$ cat src/rtl/uart_msg_arbiter.sv
// Round-robin arbiter sharing one UART transmitter between message sources.
// Fetches bytes by index from the owner and runs the send/done handshake.
module uart_msg_arbiter #(
  parameter int N_REQ       = 2,
  parameter int IDX_W       = 5,
  parameter int TIMEOUT_CYC = 1000000
) (
  input  logic                   CLOCK_50,
  input  logic                   reset_n,
  input  logic                   tx_enable,
  input  logic [N_REQ-1:0]       req,
  input  logic [N_REQ*IDX_W-1:0] req_len,
  input  logic [N_REQ*8-1:0]     req_data,
  output logic [N_REQ-1:0]       grant,
  output logic [IDX_W-1:0]       byte_idx,
  output logic [N_REQ-1:0]       msg_done,
  output logic [N_REQ-1:0]       msg_err,
  output logic [7:0]             uart_data,
  output logic                   uart_send,
  input  logic                   uart_busy,
  input  logic                   uart_done,
  output logic                   active
);

  localparam int WW = (N_REQ > 1) ? $clog2(N_REQ) : 1;
  localparam int TW = $clog2(TIMEOUT_CYC + 1);

  typedef enum logic [1:0] {
    IDLE,
    LOAD,
    SEND,
    WAIT
  } state_t;

  state_t state, state_n;

  logic [WW-1:0]    win, win_n;
  logic [WW-1:0]    last, last_n;
  logic [WW-1:0]    pick;
  logic [WW:0]      rr_s;
  logic             found;
  logic [IDX_W-1:0] len_q, len_n;
  logic [IDX_W-1:0] idx_n;
  logic [TW-1:0]    cnt, cnt_n;
  logic [N_REQ-1:0] grant_n, done_n, err_n, win_oh;
  logic [7:0]       data_n;
  logic             send_n, active_n;

  assign win_oh = N_REQ'(1) << win;

  // First requester above the last owner, wrapping, so the
  // source that just finished is considered last.
  always_comb begin
    pick  = last;
    found = 1'b0;
    rr_s  = '0;
    for (int i = 1; i <= N_REQ; i++) begin
      rr_s = {1'b0, last} + (WW + 1)'(i);
      if (rr_s >= (WW + 1)'(N_REQ)) begin
        rr_s = rr_s - (WW + 1)'(N_REQ);
      end
      if (!found && req[rr_s[WW-1:0]]) begin
        found = 1'b1;
        pick  = rr_s[WW-1:0];
      end
    end
  end

  always_comb begin
    state_n  = state;
    win_n    = win;
    last_n   = last;
    len_n    = len_q;
    idx_n    = byte_idx;
    cnt_n    = cnt;
    grant_n  = grant;
    active_n = active;
    data_n   = uart_data;
    send_n   = 1'b0;
    done_n   = '0;
    err_n    = '0;
    unique case (state)
      IDLE: begin
        if (tx_enable && found && !uart_busy) begin
          win_n    = pick;
          grant_n  = N_REQ'(1) << pick;
          len_n    = req_len[pick*IDX_W +: IDX_W];
          idx_n    = '0;
          active_n = 1'b1;
          state_n  = LOAD;
        end
      end
      LOAD: begin
        if (len_q == '0) begin
          done_n   = win_oh;
          grant_n  = '0;
          active_n = 1'b0;
          last_n   = win;
          state_n  = IDLE;
        end else begin
          state_n = SEND;
        end
      end
      SEND: begin
        data_n  = req_data[win*8 +: 8];
        send_n  = 1'b1;
        cnt_n   = '0;
        state_n = WAIT;
      end
      WAIT: begin
        if (uart_done) begin
          if (byte_idx == len_q - IDX_W'(1)) begin
            done_n   = win_oh;
            grant_n  = '0;
            active_n = 1'b0;
            last_n   = win;
            state_n  = IDLE;
          end else begin
            idx_n   = byte_idx + IDX_W'(1);
            state_n = LOAD;
          end
        end else if (cnt == TW'(TIMEOUT_CYC - 1)) begin
          err_n    = win_oh;
          grant_n  = '0;
          active_n = 1'b0;
          last_n   = win;
          state_n  = IDLE;
        end else begin
          cnt_n = cnt + TW'(1);
        end
      end
      default: state_n = IDLE;
    endcase
  end

  always_ff @(posedge CLOCK_50 or negedge reset_n) begin
    if (!reset_n) begin
      state     <= IDLE;
      win       <= '0;
      last      <= WW'(N_REQ - 1);
      len_q     <= '0;
      byte_idx  <= '0;
      cnt       <= '0;
      grant     <= '0;
      active    <= 1'b0;
      uart_data <= '0;
      uart_send <= 1'b0;
      msg_done  <= '0;
      msg_err   <= '0;
    end else begin
      state     <= state_n;
      win       <= win_n;
      last      <= last_n;
      len_q     <= len_n;
      byte_idx  <= idx_n;
      cnt       <= cnt_n;
      grant     <= grant_n;
      active    <= active_n;
      uart_data <= data_n;
      uart_send <= send_n;
      msg_done  <= done_n;
      msg_err   <= err_n;
    end
  end

endmodule
$ cat config.mk
export PLATFORM = sky130hd
export DESIGN_NAME = uart_msg_arbiter
export DESIGN_NICKNAME = d
export VERILOG_FILES = /design/src/rtl/uart_msg_arbiter.sv
export SDC_FILE = /design/constraint.sdc
export NUM_CORES = 1
export LEC_CHECK = 0
export ABC_CLOCK_PERIOD_IN_PS = 2790
export CAP_MARGIN = 20
export CELL_PAD_IN_SITES_DETAIL_PLACEMENT = 1
export CELL_PAD_IN_SITES_GLOBAL_PLACEMENT = 1
export CORE_UTILIZATION = 35
export DETAILED_ROUTE_END_ITERATION = 8
export GPL_ROUTABILITY_DRIVEN = 0
export PLACE_DENSITY_LB_ADDON = 0.1
export SLEW_MARGIN = 20
export SYNTH_ARGS = -nofsm -noshare
export SYNTH_HDL_FRONTEND = slang
export SYNTH_SLANG_ARGS = --single-unit
$ cat constraint.sdc
create_clock -name CLOCK_50 -period 2.79 [get_ports CLOCK_50]
set_input_delay 0.558 -clock CLOCK_50 [delete_from_list [all_inputs] [get_ports CLOCK_50]]
set_output_delay 0.558 -clock CLOCK_50 [all_outputs]
set_load 0.1 [all_outputs]
; Word-level counts from Yosys, hierarchy flattened
; Index checks and enable logic that the tools add are counted.
[op_classes]
add_sub_neg = 7
multipliers = 1
magnitude_cmp = 4
n_eq_ne = 13
shift = 4
muxes = 47
reduce_logical = 17
[ops]
columns = cell, count
row1 = $mux 20, 2
row2 = $pmux 20 s2, 1
row3 = $mux 2, 14
row4 = $mux 1, 21
row5 = $add 20x1->20 const B, 1
row6 = $eq 20x20->1 const B, 1
row7 = $shiftx 16x5->8, 1
row8 = $mux 5, 3
row9 = $ne 2x2->1 const B, 6
row10 = $pmux 5 s2, 1
row11 = $shiftx 10x5->5, 1
row12 = $pmux 2 s4, 1
row13 = $reduce_and 4->1, 2
row14 = $ne 3x3->1 const B, 2
row15 = $pmux 2 s3, 1
row16 = $reduce_bool 2->1, 3
row17 = $add 5x1->5 const B, 1
row18 = $eq 5x5->1, 1
row19 = $logic_not 5->1, 1
row20 = $reduce_and 5->1, 1
row21 = $sub 5x1->5 const B, 1
row22 = $eq 2x2->1 const B, 2
row23 = $ge 2x2->1 const B, 2
row24 = $lt 1x2->1 const B, 2
row25 = 15 further kinds, 21
[totals]
regBits = 50
out_inout_bits = 21

; Depth between registers and ports, before layout
; Gate-level depths: netlist of run 1.
[logic_depth]
ltp_word = 13
ltp_mapped = 9
depth_no_buf = 7

; Least setup slack after synthesis of run 1
; OpenSTA, ideal clock, no wires.
[synth_timing]
path_kind = reg2reg
start = register byte_idx[2]
end = register last
setup_time_ns = 0.085
arrival_ns = 2.302
required_ns = 2.705
slack_ns = 0.403
path_stages_with_launch = 8
period_less_slack_ns = 2.387
cell_sequence = dfrtp_1 buf_1 and4bb_2 o22a_1 o211ai_2 buf_6 a211oi_2 mux2_1
[synth_via]
elab_chain_len = 3
[synth_rtl]
columns = element, line_no
row1 = start: declaration, 15  ; output logic [IDX_W-1:0] byte_idx,
row2 = start signal: assignment, 155  ; byte_idx <= idx_n;
row3 = $eq 5x5->1, 112  ; if (byte_idx == len_q - IDX_W'(1)) begin
row4 = $ne 3x3->1 (no source line), n/a
row5 = $reduce_and 4->1 (no source line), n/a
row6 = end signal: assignment, 140  ; last <= WW'(N_REQ - 1);
row7 = end signal: assignment, 153  ; last <= last_n;
row8 = end: declaration, 38  ; logic [WW-1:0] last, last_n;
; Every way passes these cells.
; A chain may end at the register's enable or synchronous reset.

; Final worst setup path of run 1
[layout_timing]
start = register len_q[0]
end = register grant[0]
[layout_via]
elab_chain_len = 4
word_cells_on_any_way = 6
classes_between = add/sub (1) / eq/ne (3) / reduce/logical (2)
[layout_rtl]
columns = element, line_no
row1 = start: declaration, 42  ; logic [IDX_W-1:0] len_q, len_n;
row2 = start signal: assignment, 154  ; len_q <= len_n;
row3 = $sub 5x1->5, 112
row4 = $eq 5x5->1, 112
row5 = $ne 3x3->1 (no source line), n/a
row6 = $reduce_and 5->1 (no source line) *, n/a
row7 = end signal: assignment, 157  ; grant <= grant_n;
row8 = end: declaration, 14  ; output logic [N_REQ-1:0] grant,
; Mark *: on every way between the ends. The rest lies on a longest branch, timed or not.

==> results of run 1 <==
[worst max path at each step]
stage	startpoint	endpoint	slack, ns
finish	len_q[0]	grant[0]	0.47
global route	len_q[0]	grant[0]	0.32
CTS	len_q[0]	grant[0]	0.46
detailed placement	len_q[0]	grant[0]	0.49
global placement	uart_done	cnt[15]	0.55
floorplan	byte_idx[2]	last	0.40
[cells by family (layout without fill, tap and decap cells)]
| group | count (synthesis) | in the layout | synth area share [%] |
|---|---|---|---|
| AOI/OAI and AO/OA | 60 | 60 | 14.9 |
| xor gates and xnor gates | 14 | 14 | 4.36 |
| adders and majority gates | 7 | 7 | 3.11 |
| buffers and inverters | 24 | 81 | 3.60 |
| DFF | 50 | 50 | 44.5 |
| muxes | 21 | 21 | 7.65 |
| and+or+nand+nor | 116 | 116 | 21.8 |
[registers in the layout (all words and copies together) (netlist names), 2 cells and up, named ones only]
signal,count
grant,2
msg_done,2
uart_data,8
cnt,20
msg_err,2
len_q,5
byte_idx,5
[area by class of cell]
type                    instances  area, µm²
fillers                       919       4230
multi-input cells             218       1460
flip-flops and latches         50       1250
repair buffers                 63        548
well taps                     102        128
clock buffers                   5       68.8
inverters                      11       41.3
clock inverters                 2       38.8
[critical path, stage by stage (launching register included)]
cell      delay (ns)
dfrtp_1         0.41
inv_1           0.06
ha_1            0.25
or2b_1          0.23
a21boi_0        0.22
o211ai_2        0.29
a211oi_2        0.38
mux2_1          0.36
[routing by layer]
layer | track usage, % | vias to the layer above | wire (µm)
met1 | 24.4 | 1186 | 3290
met4 | 5.03 | 0 | 58
met5 | 0 | - | 0
met2 | 29.8 | 53 | 3360
met3 | 3.23 | 4 | 242
li1 | - | 1159 | -
[layout by cell type (no fill, tap or decap), types with 4 or more instances in the layout]
cell type        instances
inv_1                   11
a21oi_1                 14
clkdlybuf4s50_1         31
a41o_1                   4
mux2i_1                 17
and4_1                   4
nor3_1                   5
o21a_1                   4
nand4_1                  6
clkbuf_8                 5
xor2_1                  10
buf_4                   31
o21ai_0                 13
nand3_1                 14
nand2_1                 29
nor2_1                  28
ha_1                     7
and2_1                   4
xnor2_1                  4
dfrtp_1                 49
[report_power, final]
| group | switching (W) | internal [W] | leakage, nW |
|---|---|---|---|
| clock network | 0.000247 | 0.000264 | 0.0542 |
| registers | 0.000199 | 0.000911 | 0.648 |
| logic | 0.00129 | 0.000596 | 0.879 |
| total | 0.00174 | 0.00177 | 1.58 |
[through the flow]
stage               setup slack (ns)  hold WS (ns)
floorplan                      0.403         0.262
CTS                            0.461         0.379
global route                   0.322         0.398
global placement               0.546         0.498
finish                         0.475         0.358
detailed placement             0.486         0.493
==> out/results.ini, run 1 <==
[outcome]
status = finished, final reports clean

[placed_design]
port_buffers = 53
place_area_um2 = 3430
dpl.cell_count = 444
dp_hpwl_mm = 5.17

[global_route]
grt_max_degree = 51
grt-ovfl-total = 0
antenna_found_initial = 0
grt_pass1_vias = 2488
grt_pass1_wl_mm = 12.0
gr-usage-all-layers_pct = 18.1

[floorplan]
fp.dieH_um = 91.7
ioPinCount = 54
die_area_um2 = 8400
coreArea_um2 = 7770
fp-row-count = 32
die_w_um = 91.7
initial_core_util_pct = 36.2

[detailed_routing]
route.vias.total = 2402
detail_route.drc_violations = 0
final_antenna_net_count = 0
via_per_inst = 5.33
wl_mm = 6.95
first_pass_iters = 4
detail_route.wl_per_cell_um = 15.4
drtIter0Drc = 97

[logic_synthesis]
yosysWarnings = 0
syn_nets = 332
synth_commonest_cells = dfrtp_1 (49), nand2_1 (29), nor2_1 (28)
synth_seq_area_share_pct = 44.5
synth_edf_count = 0
synthArstFlopShare_pct = 100
synthCells = 292
netlist_area_um2 = 2810
yosysMostFrequentCell = dfrtp_1
synth_ff_type = dfrtp_1
netlist.area_leader.share_pct = 43.6
yosys_register_bits = 50
syn_area_per_cell_um2 = 9.64
synth_area_leaders = dfrtp_1 (44%), mux2i_1 (6.0%), nand2_1 (3.9%), nor2_1 (3.7%), ha_1 (3.1%)
ys_types = 59
synth_top_area_cell = dfrtp_1

[critical_path]
critPathArrivalTime_ns = 2.50
rrSetupSlack_ns = 0.47
ff2ff_path_depth = 7
crit_fanout = 11
startpoint_type = flop
rr_startpoint = len_q[0]
crit_required_ns = 2.98
worstSetupEndpointType = flop
path_class = reg2reg
r2r-end = grant[0]

[final_layout]
drive_gt1_share_pct = 14.9
fin_cells = 451
final_util_pct = 45.5
syn2layout_area_growth_pct = 25.7
post-route-cell-area_um2 = 3540
nets = 389
antenna_cells = 0

[sta]
min_period_ns = 2.32
drv_slew = 0
fmax_mhz = 432
tightest_slew_ns = 0.649
hold_violations = 0
rsz0062_at_grt = false
tns_ns = 0
setup_viol_count_final = 0
slew_headroom_pct = 56.8
fin_worst_skew_ns = 0.0156
fin_crit_sh_pct = 83.0

[clocking]
cts_htree_levels = 2
clock_path_buffers = 2
cts_root_buf = clkbuf_8
clk_pin_slew_ns = 0.10
cts_tree = done
numCtsBuffers = 5
cts_resized = 0
cts_hold_buf = 0
cts_sinks = 50
clock_insertion_delay_worst_skew_ns = 0.31
cts_setup_buffers = 0

[pwr]
ir_drop_v = 0.000529
p_total_w = 0.00351
leakagePower_nw = 1.58
p_per_area_nw_per_um2 = 992

[min_path]
hold_path_class = in2async

[run]
drv_cap = 0

Note: power is estimated with default switching activity, not from simulation.
==> run 2, diff against run 1 <==
--- a/config.mk
+++ b/config.mk
@@ -5,7 +5,7 @@
 export SDC_FILE = /design/constraint.sdc
 export NUM_CORES = 1
 export LEC_CHECK = 0
-export ABC_CLOCK_PERIOD_IN_PS = 2790
+export ABC_CLOCK_PERIOD_IN_PS = 2200
 export CAP_MARGIN = 20
 export CELL_PAD_IN_SITES_DETAIL_PLACEMENT = 1
 export CELL_PAD_IN_SITES_GLOBAL_PLACEMENT = 1
==> constraint.sdc (replaced) <==
create_clock -name CLOCK_50 -period 2.2 [get_ports CLOCK_50]
set_input_delay 0.44 -clock CLOCK_50 [delete_from_list [all_inputs] [get_ports CLOCK_50]]
set_output_delay 0.44 -clock CLOCK_50 [all_outputs]
set_load 0.1 [all_outputs]
==> out/results.ini, run 2 (same netlist as run 1, synthesis figures left out) <==
[outcome]
status = finished, final reports clean

[min_path]
hold_path_class = in2async

[final_layout]
fin_cells = 466
post-route-cell-area_um2 = 3640
multi_input_area_um2 = 1470
layout_common_cells = dfrtp_1 (45), buf_4 (45), clkdlybuf4s50_1 (31), nand2_1 (29), nor2_1 (28)
seq_area_um2 = 1260
syn2layout_area_growth_pct = 29.3
largest_reg_flops = 20
nets = 403
fillers = 916
largest-register = cnt
largestRegisters = cnt x20, uart_data x8
drive_gt1_share_pct = 20.1
antenna_cells = 0

[placed_design]
port_buffers = 53
dpl.cell_count = 457
dpl_worst_slack_ns = 0.0367
dp_hpwl_mm = 5.45
place_area_um2 = 3530

[global_route]
antenna_found_initial = 0
grt_pass1_vias = 2553
gr-usage-all-layers_pct = 18.6
grt_max_degree = 19
grt-ovfl-total = 0
grt_pass1_wl_mm = 12.4

[clocking]
cts_htree_levels = 2
clock_insertion_delay_worst_skew_ns = 0.30
numCtsBuffers = 5
cts_sinks = 50
cts_root_buf = clkbuf_8
clock_path_buffers = 2
cts_tree = done
clk_pin_slew_ns = 0.10

[sta]
min_period_ns = 2.07
slew_headroom_pct = 59.0
tightest_slew_ns = 0.615
fmax_mhz = 483
setup_viol_count_final = 0
drv_slew = 0
fin_ws_ns = 0.129
rsz0062_at_grt = false
fin_crit_sh_pct = 94.1
tns_ns = 0
hold_violations = 0
holdWs_ns = 0.0422
fin_worst_skew_ns = 0.00861

[pwr]
leakagePower_nw = 1.63
p_per_area_nw_per_um2 = 1230
ir_drop_v = 0.000753

[floorplan]
fp-row-count = 32
coreArea_um2 = 7770
die_w_um = 91.7
fp.dieH_um = 91.7
die_area_um2 = 8400
ioPinCount = 54
initial_core_util_pct = 36.2

[critical_path]
path_cells = or3_4 > a211oi_2 > o211ai_2 > a211oi_2 > mux2_1
rr_startpoint = len_q[2]
startpoint_type = flop
rrSetupSlack_ns = 0.13
crit_required_ns = 2.39
cp-endpoint = grant[0]
r2r-end = grant[0]
ff2ff_path_depth = 5
crit_top_cell = a211oi_2
crit_slowest_cell = dfrtp_1
crit_fanout = 7
worstSetupEndpointType = flop
slowest_delay_ns = 0.47
path_class = reg2reg
crit_start = len_q[2]
critPathArrivalTime_ns = 2.26

[detailed_routing]
final_antenna_net_count = 0
wl_mm = 7.12
via_per_inst = 5.16
drtIter0Drc = 58
detail_route.wl_per_cell_um = 15.3
route.met3.wl_um = 157
highest_layer = met4
route.vias.total = 2404
detail_route.drc_violations = 0
route.met2.wl_mm = 3.47
drt-met1-wl_mm = 3.39
first_pass_iters = 4

[run]
drv_cap = 0

run 2: changes by cell type in the layout (fill, tap and decap cells not counted), sizes merged:
cell | previous run | this run
clkbuf | 5 | 6
bufinv | 1 | 0
buf | 32 | 46
clkinv | 1 | 2
run 2: critical path: cells and delay by family (launching register included):
family	cells	cell delay [ns]
AND/OR/NAND/NOR	1	0.40
multiplexers	1	0.35
AO/OA/AOI/OAI	3	0.73
flip-flops	1	0.47
run 2: worst min path at each step:
stage | end | slack, ns
3_3_place_gp | cnt[16] | 0.39
3_5_place_dp | cnt[18] | 0.39
6_report | cnt[9] | 0.04
2_1_floorplan | asynchronous set/reset pin | 0.14
4_1_cts | cnt[9] | 0.05
5_1_grt | cnt[18] | 0.05
run 2: cell type report:
type | instances | area share, %
multi-input combinational | 218 | 40.5
sequential | 50 | 34.6
timing repair buffer | 77 | 18.0
tap | 102 | 3.51
clock buffer | 6 | 1.99
inverter | 11 | 1.13
clock inverter | 2 | 0.378
run 2: what timing repair did:
action | CTS | global route
hold buffers | 0 | 0
endpoints found under the hold margin | 0 | 0
setup endpoints to repair | 0 | 5
gates resized for setup | 0 | 4
buffers inserted | 0 | 1
run 2: power by group:
part	leakage, nW	switching [W]	internal (W)
Clock	0.0452	0.000316	0.000225
Combinational	0.947	0.00167	0.000839
Sequential	0.642	0.000255	0.00116
run 2: stage by stage:
step / power, W / util [%]
3_5_place_dp: 0.00393 / 45.5
2_1_floorplan: 0.00324 / -
5_1_grt: 0.00479 / 46.8
4_1_cts: 0.00449 / 46.6
3_3_place_gp: 0.00389 / 45.5
6_report: 0.00446 / 46.8
run 2: per-layer routing:
| metal | up-vias | GRT usage (%) |
|---|---|---|
| li1 | 1186 | - |
| met1 | 1168 | 23.8 |
| met2 | 40 | 32.5 |
| met3 | 10 | 2.49 |
| met4 | 0 | 5.56 |
| met5 | - | 0 |
==> run 3, diff against run 2 <==
--- a/config.mk
+++ b/config.mk
@@ -9,7 +9,7 @@
 export CAP_MARGIN = 20
 export CELL_PAD_IN_SITES_DETAIL_PLACEMENT = 1
 export CELL_PAD_IN_SITES_GLOBAL_PLACEMENT = 1
-export CORE_UTILIZATION = 35
+export CORE_UTILIZATION = 40
 export DETAILED_ROUTE_END_ITERATION = 8
 export GPL_ROUTABILITY_DRIVEN = 0
 export PLACE_DENSITY_LB_ADDON = 0.1
==> constraint.sdc (replaced) <==
create_clock -name CLOCK_50 -period 2.2 [get_ports CLOCK_50]
set_input_delay 0.44 -clock CLOCK_50 [delete_from_list [all_inputs] [get_ports CLOCK_50]]
set_output_delay 0.44 -clock CLOCK_50 [all_outputs]
set_load 0.02 [all_outputs]
==> out/results.ini, run 3 (same netlist as run 1, synthesis figures left out) <==
[placed_design]
dp_hpwl_mm = 5.47
port_buffers = 53
place_area_um2 = 3590

[final_layout]
layout_common_cells = clkdlybuf4s50_1 (52), dfrtp_1 (49), nand2_1 (29), nor2_1 (28), buf_4 (24)
largest_reg_flops = 20
syn2layout_area_growth_pct = 32.6
fillers = 789
largestRegisters = cnt x20, uart_data x8
antenna_cells = 0
nets = 404
drive_gt1_share_pct = 13.4
post-route-cell-area_um2 = 3730
largest-register = cnt
layout_commonest_cell = clkdlybuf4s50_1

[floorplan]
die_w_um = 85.9
coreArea_um2 = 6790
die_area_um2 = 7370
initial_core_util_pct = 41.4
fp-row-count = 30
fp.dieH_um = 85.9
ioPinCount = 54

[critical_path]
crit_slowest_cell = dfrtp_1
critPathArrivalTime_ns = 2.37
path_class = reg2reg
r2r-end = grant[1]
rr_startpoint = len_q[0]
startpoint_type = flop
worstSetupEndpointType = flop
slowest_delay_ns = 0.41
path_cells = inv_1 > ha_1 > xor2_1 > o21ai_0 > o211ai_2 > a211oi_2 > mux2_1
rrSetupSlack_ns = 0.03
crit_fanout = 5
ff2ff_path_depth = 7
crit_required_ns = 2.40

[detailed_routing]
final_antenna_net_count = 0
via_per_inst = 5.38
drtIter0Drc = 105
detail_route.drc_violations = 0
detail_route.wl_per_cell_um = 16.0
route.vias.total = 2479
first_pass_iters = 4
wl_mm = 7.37

[global_route]
gr-usage-all-layers_pct = 21.5
grt_max_degree = 29
grt_pass1_wl_mm = 12.4
grt-ovfl-total = 0
grt_pass1_vias = 2592
antenna_found_initial = 0

[sta]
min_period_ns = 2.17
slew_headroom_pct = 56.8
tightest_slew_ns = 0.649
setup_viol_count_final = 0
fin_worst_skew_ns = 0.0108
hold_violations = 0
drv_slew = 0
fmax_mhz = 461
fin_crit_sh_pct = 98.6

[clocking]
cts_hold_buf = 0
clock_insertion_delay_worst_skew_ns = 0.32
cts_htree_levels = 2
clock_path_buffers = 2
cts_tree = done
clk_pin_slew_ns = 0.11
cts_sinks = 50
numCtsBuffers = 5
cts_root_buf = clkbuf_8

[outcome]
status = finished, final reports clean

[pwr]
leakagePower_nw = 1.64
p_total_w = 0.00402
p_per_area_nw_per_um2 = 1080
ir_drop_v = 0.000458

[run]
drv_cap = 0

[min_path]
hold_path_class = in2async

[run 3: worst max-delay path by stage]
stage	startpoint	to	slack (ns)	cells after the start
floorplan	len_q[0]	grant[0]	0.25	7
global placement	uart_busy	grant[0]	0.10	6
detailed placement	len_q[0]	grant[0]	0.03	7
CTS	len_q[0]	grant[1]	0.002	7
global route	len_q[0]	grant[0]	-0.07	7
finish	len_q[0]	grant[1]	0.03	7
[run 3: metrics by stage]
step           cells  utilization, %  hold WS [ns]  setup WS, ns  TNS (ns)
6_report         461            54.9        0.0932        0.0318         0
5_1_grt          461            54.9         0.121       -0.0696    -0.195
4_1_cts          460            54.5         0.105       0.00200         0
3_5_place_dp     452            52.9         0.453        0.0298         0
3_3_place_gp     452            52.9         0.455         0.103         0
2_1_floorplan    292               -         0.144         0.248         0
[run 3: final cells by class]
cell class	instances	area, µm²	area share [%]
multi-input combinational	218	1480	39.6
sequential	50	1250	33.6
timing repair buffer	78	726	19.5
tap	96	120	3.22
clock buffer	5	68.8	1.84
clock inverter	3	43.8	1.17
inverter	11	41.3	1.11
[run 3: power by group]
group | internal, W | total (W) | switching, W
Clock | 0.000342 | 0.000689 | 0.000348
Sequential | 0.00116 | 0.00140 | 0.000240
Combinational | 0.000921 | 0.00193 | 0.00101
Total | 0.00242 | 0.00402 | 0.00160
[run 3: metal layers]
layer  global-route usage [%]  up-vias  share of wire, %
li1                         -     1189                 -
met1                     28.7     1241                47
met2                     35.8       43                48
met3                     5.29        6               4.1
met4                     4.09        0              0.67
met5                        0        -                 0
[run 3: what timing repair did]
item / in CTS / in global routing
pin swaps: 2 / 3
endpoints found under the setup margin: 2 / 3
setup buffers: 0 / 1
resized for setup: 1 / 3
[run 3: critical path: cells and delay by family (launching register included)]
kind | cells | cell delay (ns)
XOR/XNOR | 1 | 0.19
multiplexers | 1 | 0.35
buffers and inverters | 1 | 0.06
AO/OA/AOI/OAI | 3 | 0.79
flip-flops | 1 | 0.41
adder cells (fa/ha/maj) | 1 | 0.25
